===== config.mk =====
export PLATFORM = sky130hd
export DESIGN_NAME = alu_seq_driver
export DESIGN_NICKNAME = d
export VERILOG_FILES = /design/src/rtl/alu_pkg.sv /design/src/rtl/sat_counter.sv /design/src/rtl/alu_seq_driver.sv
export SDC_FILE = /design/constraint.sdc
export NUM_CORES = 1
export LEC_CHECK = 0
export CORE_UTILIZATION = 24
export CTS_CLUSTER_DIAMETER = 80
export DETAILED_ROUTE_END_ITERATION = 10
export PLACE_DENSITY_LB_ADDON = 0.12
export SYNTH_ARGS = -nofsm -noshare
export SYNTH_HDL_FRONTEND = slang
export SYNTH_HIERARCHICAL = 1
export SYNTH_SLANG_ARGS = --single-unit

===== constraint.sdc =====
create_clock -name clk -period 1.8 [get_ports clk]
set_clock_uncertainty 0.05 [all_clocks]
set_input_delay 0.36 -clock clk [delete_from_list [all_inputs] [get_ports clk]]
set_output_delay 0.36 -clock clk [all_outputs]
set_load 0.03 [all_outputs]

===== src/rtl/alu_pkg.sv =====
// Shared definitions for the sequential ALU front-end: default widths,
// controller state encoding, response flag bit positions and ALU op codes.
// Imported by alu_seq_driver and its testbench.
package alu_pkg;

    localparam int ALU_WIDTH = 8;
    localparam int ALU_OP_W  = 3;

    typedef enum logic [1:0] {
        IDLE        = 2'd0,
        SETTLE_WAIT = 2'd1,
        RESP        = 2'd2
    } state_e;

    // Bit positions inside rsp_flags = {cout, cflag, zflag}
    localparam int FLAG_COUT = 2;
    localparam int FLAG_C    = 1;
    localparam int FLAG_Z    = 0;

    localparam logic [ALU_OP_W-1:0] OP_ADD = 3'b000;
    localparam logic [ALU_OP_W-1:0] OP_SUB = 3'b001;
    localparam logic [ALU_OP_W-1:0] OP_AND = 3'b010;
    localparam logic [ALU_OP_W-1:0] OP_OR  = 3'b011;
    localparam logic [ALU_OP_W-1:0] OP_XOR = 3'b100;

endpackage


===== src/rtl/sat_counter.sv =====
// Saturating up-counter: sticks at all-ones, never wraps.
// Latency: count reflects inc/clr one cycle after the edge that samples them.
// Backpressure: none; inc is a single-cycle pulse. Ports: clk, rst (sync,
// active-high), inc, clr (sync clear, wins over inc), count.
module sat_counter #(
    parameter int CNT_W = 16
) (
    input  logic             clk,
    input  logic             rst,
    input  logic             inc,
    input  logic             clr,
    output logic [CNT_W-1:0] count
);

    logic [CNT_W-1:0] count_q;
    logic [CNT_W-1:0] count_d;

    always_comb begin
        count_d = count_q;
        if (clr) begin
            count_d = '0;
        end else if (inc && (count_q != '1)) begin
            count_d = count_q + CNT_W'(1);
        end
    end

    always_ff @(posedge clk) begin
        if (rst) begin
            count_q <= '0;
        end else begin
            count_q <= count_d;
        end
    end

    assign count = count_q;

endmodule


===== src/rtl/alu_seq_driver.sv =====
// Sequential front-end for a combinational ALU: registers a host request onto
// the ALU inputs, waits SETTLE extra cycles, captures result+flags for the host.
// Latency: rsp_valid rises SETTLE+1 cycles after the request handshake edge.
// Backpressure: one op in flight; req_ready is low until the response handshake
// completes, and the result is held stable while rsp_ready is low.
// Ports: req_* (host request), alu_* (ALU drive/return), rsp_* (host response),
// op_count/zero_count (saturating statistics).
module alu_seq_driver
    import alu_pkg::*;
#(
    parameter int WIDTH  = ALU_WIDTH,
    parameter int OP_W   = ALU_OP_W,
    parameter int SETTLE = 1,
    parameter int CNT_W  = 16
) (
    input  logic             clk,
    input  logic             rst,
    input  logic             req_valid,
    output logic             req_ready,
    input  logic [WIDTH-1:0] req_a,
    input  logic [WIDTH-1:0] req_b,
    input  logic [OP_W-1:0]  req_op,
    output logic [WIDTH-1:0] alu_a,
    output logic [WIDTH-1:0] alu_b,
    output logic [OP_W-1:0]  alu_op,
    input  logic [WIDTH-1:0] alu_out,
    input  logic             alu_cout,
    input  logic             alu_cflag,
    input  logic             alu_zflag,
    output logic             rsp_valid,
    input  logic             rsp_ready,
    output logic [WIDTH-1:0] rsp_out,
    output logic [2:0]       rsp_flags,
    output logic [CNT_W-1:0] op_count,
    output logic [CNT_W-1:0] zero_count
);

    localparam logic [3:0] SETTLE_INIT = 4'(SETTLE);

    state_e           state_q,      state_d;
    logic [WIDTH-1:0] alu_a_q,      alu_a_d;
    logic [WIDTH-1:0] alu_b_q,      alu_b_d;
    logic [OP_W-1:0]  alu_op_q,     alu_op_d;
    logic [3:0]       settle_cnt_q, settle_cnt_d;
    logic             rsp_valid_q,  rsp_valid_d;
    logic [WIDTH-1:0] rsp_out_q,    rsp_out_d;
    logic [2:0]       rsp_flags_q,  rsp_flags_d;
    logic             rsp_hs;

    always_comb begin
        state_d      = state_q;
        alu_a_d      = alu_a_q;
        alu_b_d      = alu_b_q;
        alu_op_d     = alu_op_q;
        settle_cnt_d = settle_cnt_q;
        rsp_valid_d  = rsp_valid_q;
        rsp_out_d    = rsp_out_q;
        rsp_flags_d  = rsp_flags_q;
        req_ready    = 1'b0;

        case (state_q)
            IDLE: begin
                req_ready = 1'b1;
                if (req_valid) begin
                    alu_a_d      = req_a;
                    alu_b_d      = req_b;
                    alu_op_d     = req_op;
                    settle_cnt_d = SETTLE_INIT;
                    state_d      = SETTLE_WAIT;
                end
            end
            SETTLE_WAIT: begin
                if (settle_cnt_q != 4'd0) begin
                    settle_cnt_d = settle_cnt_q - 4'd1;
                end else begin
                    rsp_out_d              = alu_out;
                    rsp_flags_d[FLAG_COUT] = alu_cout;
                    rsp_flags_d[FLAG_C]    = alu_cflag;
                    rsp_flags_d[FLAG_Z]    = alu_zflag;
                    rsp_valid_d            = 1'b1;
                    state_d                = RESP;
                end
            end
            RESP: begin
                // req_ready stays low here so a new request can only be
                // taken the cycle after the response handshake.
                if (rsp_ready) begin
                    rsp_valid_d = 1'b0;
                    state_d     = IDLE;
                end
            end
            default: begin
                state_d = IDLE;
            end
        endcase
    end

    always_ff @(posedge clk) begin
        if (rst) begin
            state_q      <= IDLE;
            alu_a_q      <= '0;
            alu_b_q      <= '0;
            alu_op_q     <= '0;
            settle_cnt_q <= '0;
            rsp_valid_q  <= 1'b0;
            rsp_out_q    <= '0;
            rsp_flags_q  <= '0;
        end else begin
            state_q      <= state_d;
            alu_a_q      <= alu_a_d;
            alu_b_q      <= alu_b_d;
            alu_op_q     <= alu_op_d;
            settle_cnt_q <= settle_cnt_d;
            rsp_valid_q  <= rsp_valid_d;
            rsp_out_q    <= rsp_out_d;
            rsp_flags_q  <= rsp_flags_d;
        end
    end

    assign rsp_hs    = rsp_valid_q & rsp_ready;
    assign alu_a     = alu_a_q;
    assign alu_b     = alu_b_q;
    assign alu_op    = alu_op_q;
    assign rsp_valid = rsp_valid_q;
    assign rsp_out   = rsp_out_q;
    assign rsp_flags = rsp_flags_q;

    sat_counter #(.CNT_W(CNT_W)) u_op_count (
        .clk   (clk),
        .rst   (rst),
        .inc   (rsp_hs),
        .clr   (1'b0),
        .count (op_count)
    );

    // Uses the captured zflag, not the live ALU input, which may have moved on.
    sat_counter #(.CNT_W(CNT_W)) u_zero_count (
        .clk   (clk),
        .rst   (rst),
        .inc   (rsp_hs & rsp_flags_q[FLAG_Z]),
        .clr   (1'b0),
        .count (zero_count)
    );

endmodule


==> results of run 1 <==
repair_timing:
action / 4_1_cts / 5_1_grt
gates cloned: 0 / 0
setup endpoints to repair: 33 / 29
setup buffers: 0 / 0
resized for setup: 34 / 27
pin swaps: 0 / 3
synthesized netlist by cell type (5+ instances only):
library cell / instances / area, um^2
clkbuf_1: 7 / 26.3
or3_1: 9 / 56.3
a31oi_1: 9 / 56.3
nand4_1: 7 / 43.8
a21oi_1: 45 / 225
a211oi_1: 6 / 45.0
and3_1: 7 / 43.8
inv_1: 6 / 22.5
dfxtp_1: 69 / 1380
nand3_1: 22 / 110
or3_2: 6 / 45.0
buf_2: 5 / 25.0
and2_1: 5 / 31.3
mux2i_1: 12 / 120
o21ai_0: 19 / 95.1
nand2_1: 65 / 244
nor2_1: 7 / 26.3
power by group:
group          leakage, nW  switching (mW)  internal, mW
clock                0.139           0.634          1.09
combinational         1.46           0.357         0.279
sequential           0.560          0.0364          1.59
registers in the layout, summed over array words and instances (netlist names):
name / count
u_op_count/count: 16
u_zero_count/count: 16
alu_a: 8
alu_b: 8
rsp_out: 8
settle_cnt_q: 4
alu_op: 3
rsp_flags: 3
state_q: 2
rsp_valid: 1
cell usage in the layout (no fill, tap or decap), types with 4 or more instances in the layout:
master	count
and3_2	4
o21ai_1	4
ha_1	4
dfxtp_1	69
a211oi_2	8
mux2i_1	12
buf_4	25
nor2_1	7
a21oi_1	44
or3_1	9
a31oi_1	9
dlygate4sd2_1	32
and3_1	4
or3_2	6
inv_1	6
nand2_1	65
and3_4	5
nor3_1	4
conb_1	14
clkdlybuf4s50_1	49
nand4_1	7
and2_2	4
a2111o_1	4
and2_1	4
nand3_1	20
dlymetal6s2s_1	15
o21ai_0	19
clkbuf_16	9
layer usage:
| metal | vias up | global-route usage [%] | share of wire, % |
|---|---|---|---|
| met2 | 83 | 20.9 | 45 |
| met1 | 1431 | 15.7 | 46 |
| met3 | 8 | 6.37 | 8.0 |
| met5 | - | 0 | 0 |
| li1 | 1623 | - | - |
| met4 | 0 | 4.91 | 0.91 |
worst paths after layout:
path	start	end	depth (start not counted)
min	rst	alu_op[2]$_SDFFE_PP0P_	2
min reg2reg	alu_b[3]$_SDFFE_PP0P_	alu_b[3]$_SDFFE_PP0P_	2
max reg2reg	u_zero_count/count[0]$_SDFFE_PP0P_	u_zero_count/count[10]$_SDFFE_PP0P_	5
max	rsp_out[6]$_SDFFE_PP0P_	rsp_out[6]	1
metrics by stage:
| step | setup WS [ps] | cells |
|---|---|---|
| detailed placement | -376 | 670 |
| global placement | -316 | 670 |
| CTS | 1.28 | 684 |
| global route | -8.26 | 684 |
| floorplan | 61.5 | 394 |
| finish | 41.0 | 684 |
cells by family (layout without fill, tap and decap cells):
| kind of cell | Yosys count | after routing | synth area share [%] |
|---|---|---|---|
| and+or+nand+nor | 161 | 161 | 27.6 |
| AOI/OAI and AO/OA | 106 | 106 | 20.3 |
| DFF | 69 | 69 | 42.0 |
| buffers and inverters | 28 | 142 | 4.83 |
| muxes | 12 | 12 | 3.65 |
| adders and majority gates | 4 | 4 | 1.52 |
| other | 1 | 14 | 0.114 |
area by class of cell:
| class | instances | area [um^2] |
|---|---|---|
| clock buffers | 12 | 246 |
| clock inverters | 2 | 35.0 |
| fillers | 1370 | 8380 |
| inverters | 6 | 22.5 |
| multi-input cells | 297 | 1850 |
| flip-flops and latches | 69 | 1380 |
| well taps | 176 | 220 |
| repair buffers | 122 | 1150 |
worst reg2reg max path, stage by stage (launching register included):
cell and delay, ps:
dfxtp_1 420, ha_1 230, and4_4 260, nand3_1 100, or3_1 350, a21oi_1 140
==> results.py, run 1 <==
metrics = {
    "clock_network": {
        "cts_tree": "done",
        "cts-root-buf": "clkbuf_16",
        "clock-sinks": 69,
        "worstSkewPairLatency_ps": 330,
        "cts_buffer_depth": 2,
        "cts_hold_buffers": 0,
        "cts_buffers": 9,
        "cts_max_level": 3,
        "clk_pin_slew_ps": 50,
    },
    "setup_path": {
        "slowest_stage": "clkdlybuf4s50_1",
        "critical_path_required_ps": 1390,
        "rrSetupSlack_ps": 180,
        "startpoint_type": "register",
        "worst_setup_path_end_kind": "output port",
        "path_cells": "clkdlybuf4s50_1",
        "critical_path_buf_inv_count": 1,
        "criticalPathCategory": "reg -> out",
        "cp_top_family": "buffers and inverters",
        "cp_max_fo": 2,
        "cp.arrival_ps": 1350,
        "cp_slowest_stage_delay_ps": 680,
    },
    "pwr": {
        "leakagePower_nw": 2.16,
        "p_per_area_nw_per_um2": 813,
        "total_power_mw": 3.99,
        "peakVddDrop_uv": 515,
    },
    "finish": {
        "n_antenna_cell": 0,
        "postLayoutCoreUtil_pct": 36.9,
        "drive_gt1_share_pct": 15.6,
        "stdcell_area_um2": 4910,
        "areaGrowthSynthToFinish_pct": 49.4,
        "finalNetCount": 543,
    },
    "drt": {
        "wirelength_um": 8890,
        "via_per_inst": 4.60,
        "num_vias": 3145,
        "route.detailed.drc": 0,
        "detail_route.first_pass.iterations": 4,
        "wire_per_inst_um": 13.0,
        "drt_iter0_markers": 170,
        "antenna_left": 0,
    },
    "die": {
        "dieArea_um2": 14200,
        "start_util_pct": 24.7,
        "rows": 42,
        "die_height_um": 119,
        "core-area_um2": 13300,
        "dieWidth_um": 119,
        "boundaryPins": 98,
    },
    "logic_synthesis": {
        "synth_cells": 381,
        "synthFlopType": "dfxtp_1",
        "synth_seq_cells": 69,
        "yosysUniqueCellTypes": 53,
        "ys_warn_count": 6,
        "syn_area_um2": 3290,
        "avgSynthCellArea_um2": 8.63,
        "synth_edf_count": 0,
        "yosysSeqAreaShare_pct": 42.0,
        "ys_async_sr_fraction_pct": 0,
    },
    "flow_run": {
        "drv_cap": 0,
    },
    "placement": {
        "dp_hpwl_um": 6420,
        "place_area_um2": 4580,
        "io_buffers": 97,
        "globalplace.congestion": 0.727,
    },
    "grt": {
        "grt_use_total_pct": 13.3,
        "grt_antenna_before_repair": 0,
        "grt-ovfl-total": 0,
        "grt_pass1_vias": 3048,
        "grt_max_degree": 22,
        "grt_pass1_wl_um": 15000,
    },
    "min_path": {
        "hp-class": "in -> reg",
    },
    "sta": {
        "tightestPinTransition_ps": 819,
        "finalMaxSlewViolations": 0,
        "fin_hold_ws_ps": 339,
        "relSlewSlack_pct": 45.2,
        "hold_viol": 0,
        "fmax_mhz": 568,
        "setup_tns_ps": 0,
        "finalCriticalPeriod_ps": 1760,
        "period_share_pct": 97.7,
        "setup_violations": 0,
    },
    "status": {
        "status": "finished, final reports clean",
    },
}
No activity file was read; power rests on OpenSTA's default activity.
==> run 2, diff against run 1 <==
Settings changed: SLEW_MARGIN set to 20.
==> results of run 2 <==
Final layout, timing and power as in run 1 (identical DEF).
==> run 3, diff against run 2 <==
Settings changed: SKIP_LAST_GASP set to 1.
==> run 3 against run 2 <==
  * Cell count unchanged
  * Register-to-register slack about the same
  * Clock-buffer cell count unchanged
==> results.py, run 3 (synthesis results as in run 1) <==
metrics = {
    "placement": {
        "globalplace.congestion": 0.727,
        "dp_hpwl_um": 6420,
        "pre_cts_slack_ps": -376,
        "place_inst": 670,
        "io_buffers": 97,
    },
    "finish": {
        "drive_gt1_share_pct": 15.6,
        "final_common_cell": "dfxtp_1",
        "areaGrowthSynthToFinish_pct": 49.4,
        "final_cells": 684,
        "n_antenna_cell": 0,
        "finalNetCount": 543,
        "final_cell_mix": "dfxtp_1, nand2_1, clkdlybuf4s50_1",
    },
    "status": {
        "status": "finished, final reports clean",
    },
    "setup_path": {
        "timing.rr.start": "u_zero_count/count[0]$_SDFFE_PP0P_",
        "worst_setup_path_end_kind": "output port",
        "crit_start": "rsp_out[6]$_SDFFE_PP0P_",
        "cp_top_family": "buffers and inverters",
        "slowest_stage": "clkdlybuf4s50_1",
        "startpoint_type": "register",
        "path_cells": "clkdlybuf4s50_1",
        "critical_path_buf_inv_count": 1,
        "cp_slowest_stage_delay_ps": 680,
        "criticalPathCategory": "reg -> out",
        "cp_max_fo": 2,
        "cp.arrival_ps": 1350,
        "critical_path_required_ps": 1390,
    },
    "clock_network": {
        "cts_buffers": 9,
        "cts_tree": "done",
        "cts_hold_buffers": 0,
        "cts_buffer_depth": 2,
        "cts_max_level": 3,
        "worstSkewPairLatency_ps": 330,
        "cts-root-buf": "clkbuf_16",
        "clock-sinks": 69,
        "clk_pin_slew_ps": 50,
    },
    "drt": {
        "antenna_left": 0,
        "wl_met1_um": 4140,
        "route.detailed.drc": 0,
        "drt_iter0_markers": 168,
        "num_vias": 3139,
        "dr.max_layer_used": "met4",
        "via_per_inst": 4.59,
        "wirelength_um": 8900,
        "wire_per_inst_um": 13.0,
        "met3_length_um": 675,
        "detail_route.first_pass.iterations": 4,
        "met2_length_um": 4010,
    },
    "die": {
        "core-area_um2": 13300,
        "start_util_pct": 24.7,
        "die_height_um": 119,
        "boundaryPins": 98,
        "rows": 42,
        "dieArea_um2": 14200,
        "dieWidth_um": 119,
    },
    "grt": {
        "grt_antenna_before_repair": 0,
        "grt_use_total_pct": 13.3,
        "grt_pass1_wl_um": 15000,
        "grt-ovfl-total": 0,
        "grt_max_degree": 22,
        "grt_pass1_vias": 3048,
    },
    "pwr": {
        "leakagePower_nw": 2.16,
        "peakVddDrop_uv": 515,
        "p_per_area_nw_per_um2": 813,
        "total_power_mw": 4.00,
    },
    "flow_run": {
        "drv_cap": 0,
    },
    "sta": {
        "setup_violations": 0,
        "hold_viol": 0,
        "rsz0062_at_grt": "yes",
        "finalMaxSlewViolations": 0,
        "fmax_mhz": 568,
        "relSlewSlack_pct": 45.6,
        "finalCriticalPeriod_ps": 1760,
        "fin_ws_ps": 40.5,
        "tightestPinTransition_ps": 813,
        "period_share_pct": 97.7,
    },
    "min_path": {
        "hold_start": "rst",
        "hp-class": "in -> reg",
    },
}
## run 3: cell counts in the layout (fill, tap and decap cells not counted)
No cell type changed its count.
## run 3: stage by stage
step / hold WS [ps] / instance area, um^2 / util (%) / setup TNS [ps]
floorplan: 416 / 3340 / - / 0
global route: 356 / 4910 / 36.9 / -41.0
CTS: 339 / 4820 / 36.3 / -7.22
finish: 338 / 4910 / 36.9 / 0
detailed placement: 400 / 4580 / 34.4 / -5990
global placement: 392 / 4580 / 34.4 / -5680
## run 3: power breakdown
| part | internal [mW] | switching, mW | total (mW) |
|---|---|---|---|
| Combinational | 0.279 | 0.358 | 0.637 |
| Sequential | 1.59 | 0.0364 | 1.63 |
| Clock | 1.09 | 0.636 | 1.73 |
## run 3: timing repair
| item | in CTS | in global routing |
|---|---|---|
| resized for setup | 33 | 28 |
| setup endpoints to repair | 33 | 29 |
| pin swaps | 0 | 2 |
| buffers inserted | 0 | 0 |
## run 3: layer usage
layer	global-route usage (%)	up-vias
li1	-	1622
met2	20.9	85
met4	4.91	0
met1	15.8	1426
met5	0	-
met3	6.23	6
## run 3: worst paths after layout
| kind | depth (start not counted) | slack (ps) | end |
|---|---|---|---|
| max | 1 | 40 | rsp_out[6] |
| min | 2 | 340 | alu_op[2]$_SDFFE_PP0P_ |
| max reg2reg | 5 | 180 | u_zero_count/count[10]$_SDFFE_PP0P_ |
| min reg2reg | 2 | 400 | alu_b[3]$_SDFFE_PP0P_ |
## run 3: final cells by class
class | instances | area, um^2
Clock buffer | 12 | 246
Clock inverter | 2 | 35.0
Fill cell | 1370 | 8380
Inverter | 6 | 22.5
Multi-Input combinational cell | 297 | 1850
Sequential cell | 69 | 1380
Tap cell | 176 | 220
Timing Repair Buffer | 122 | 1150
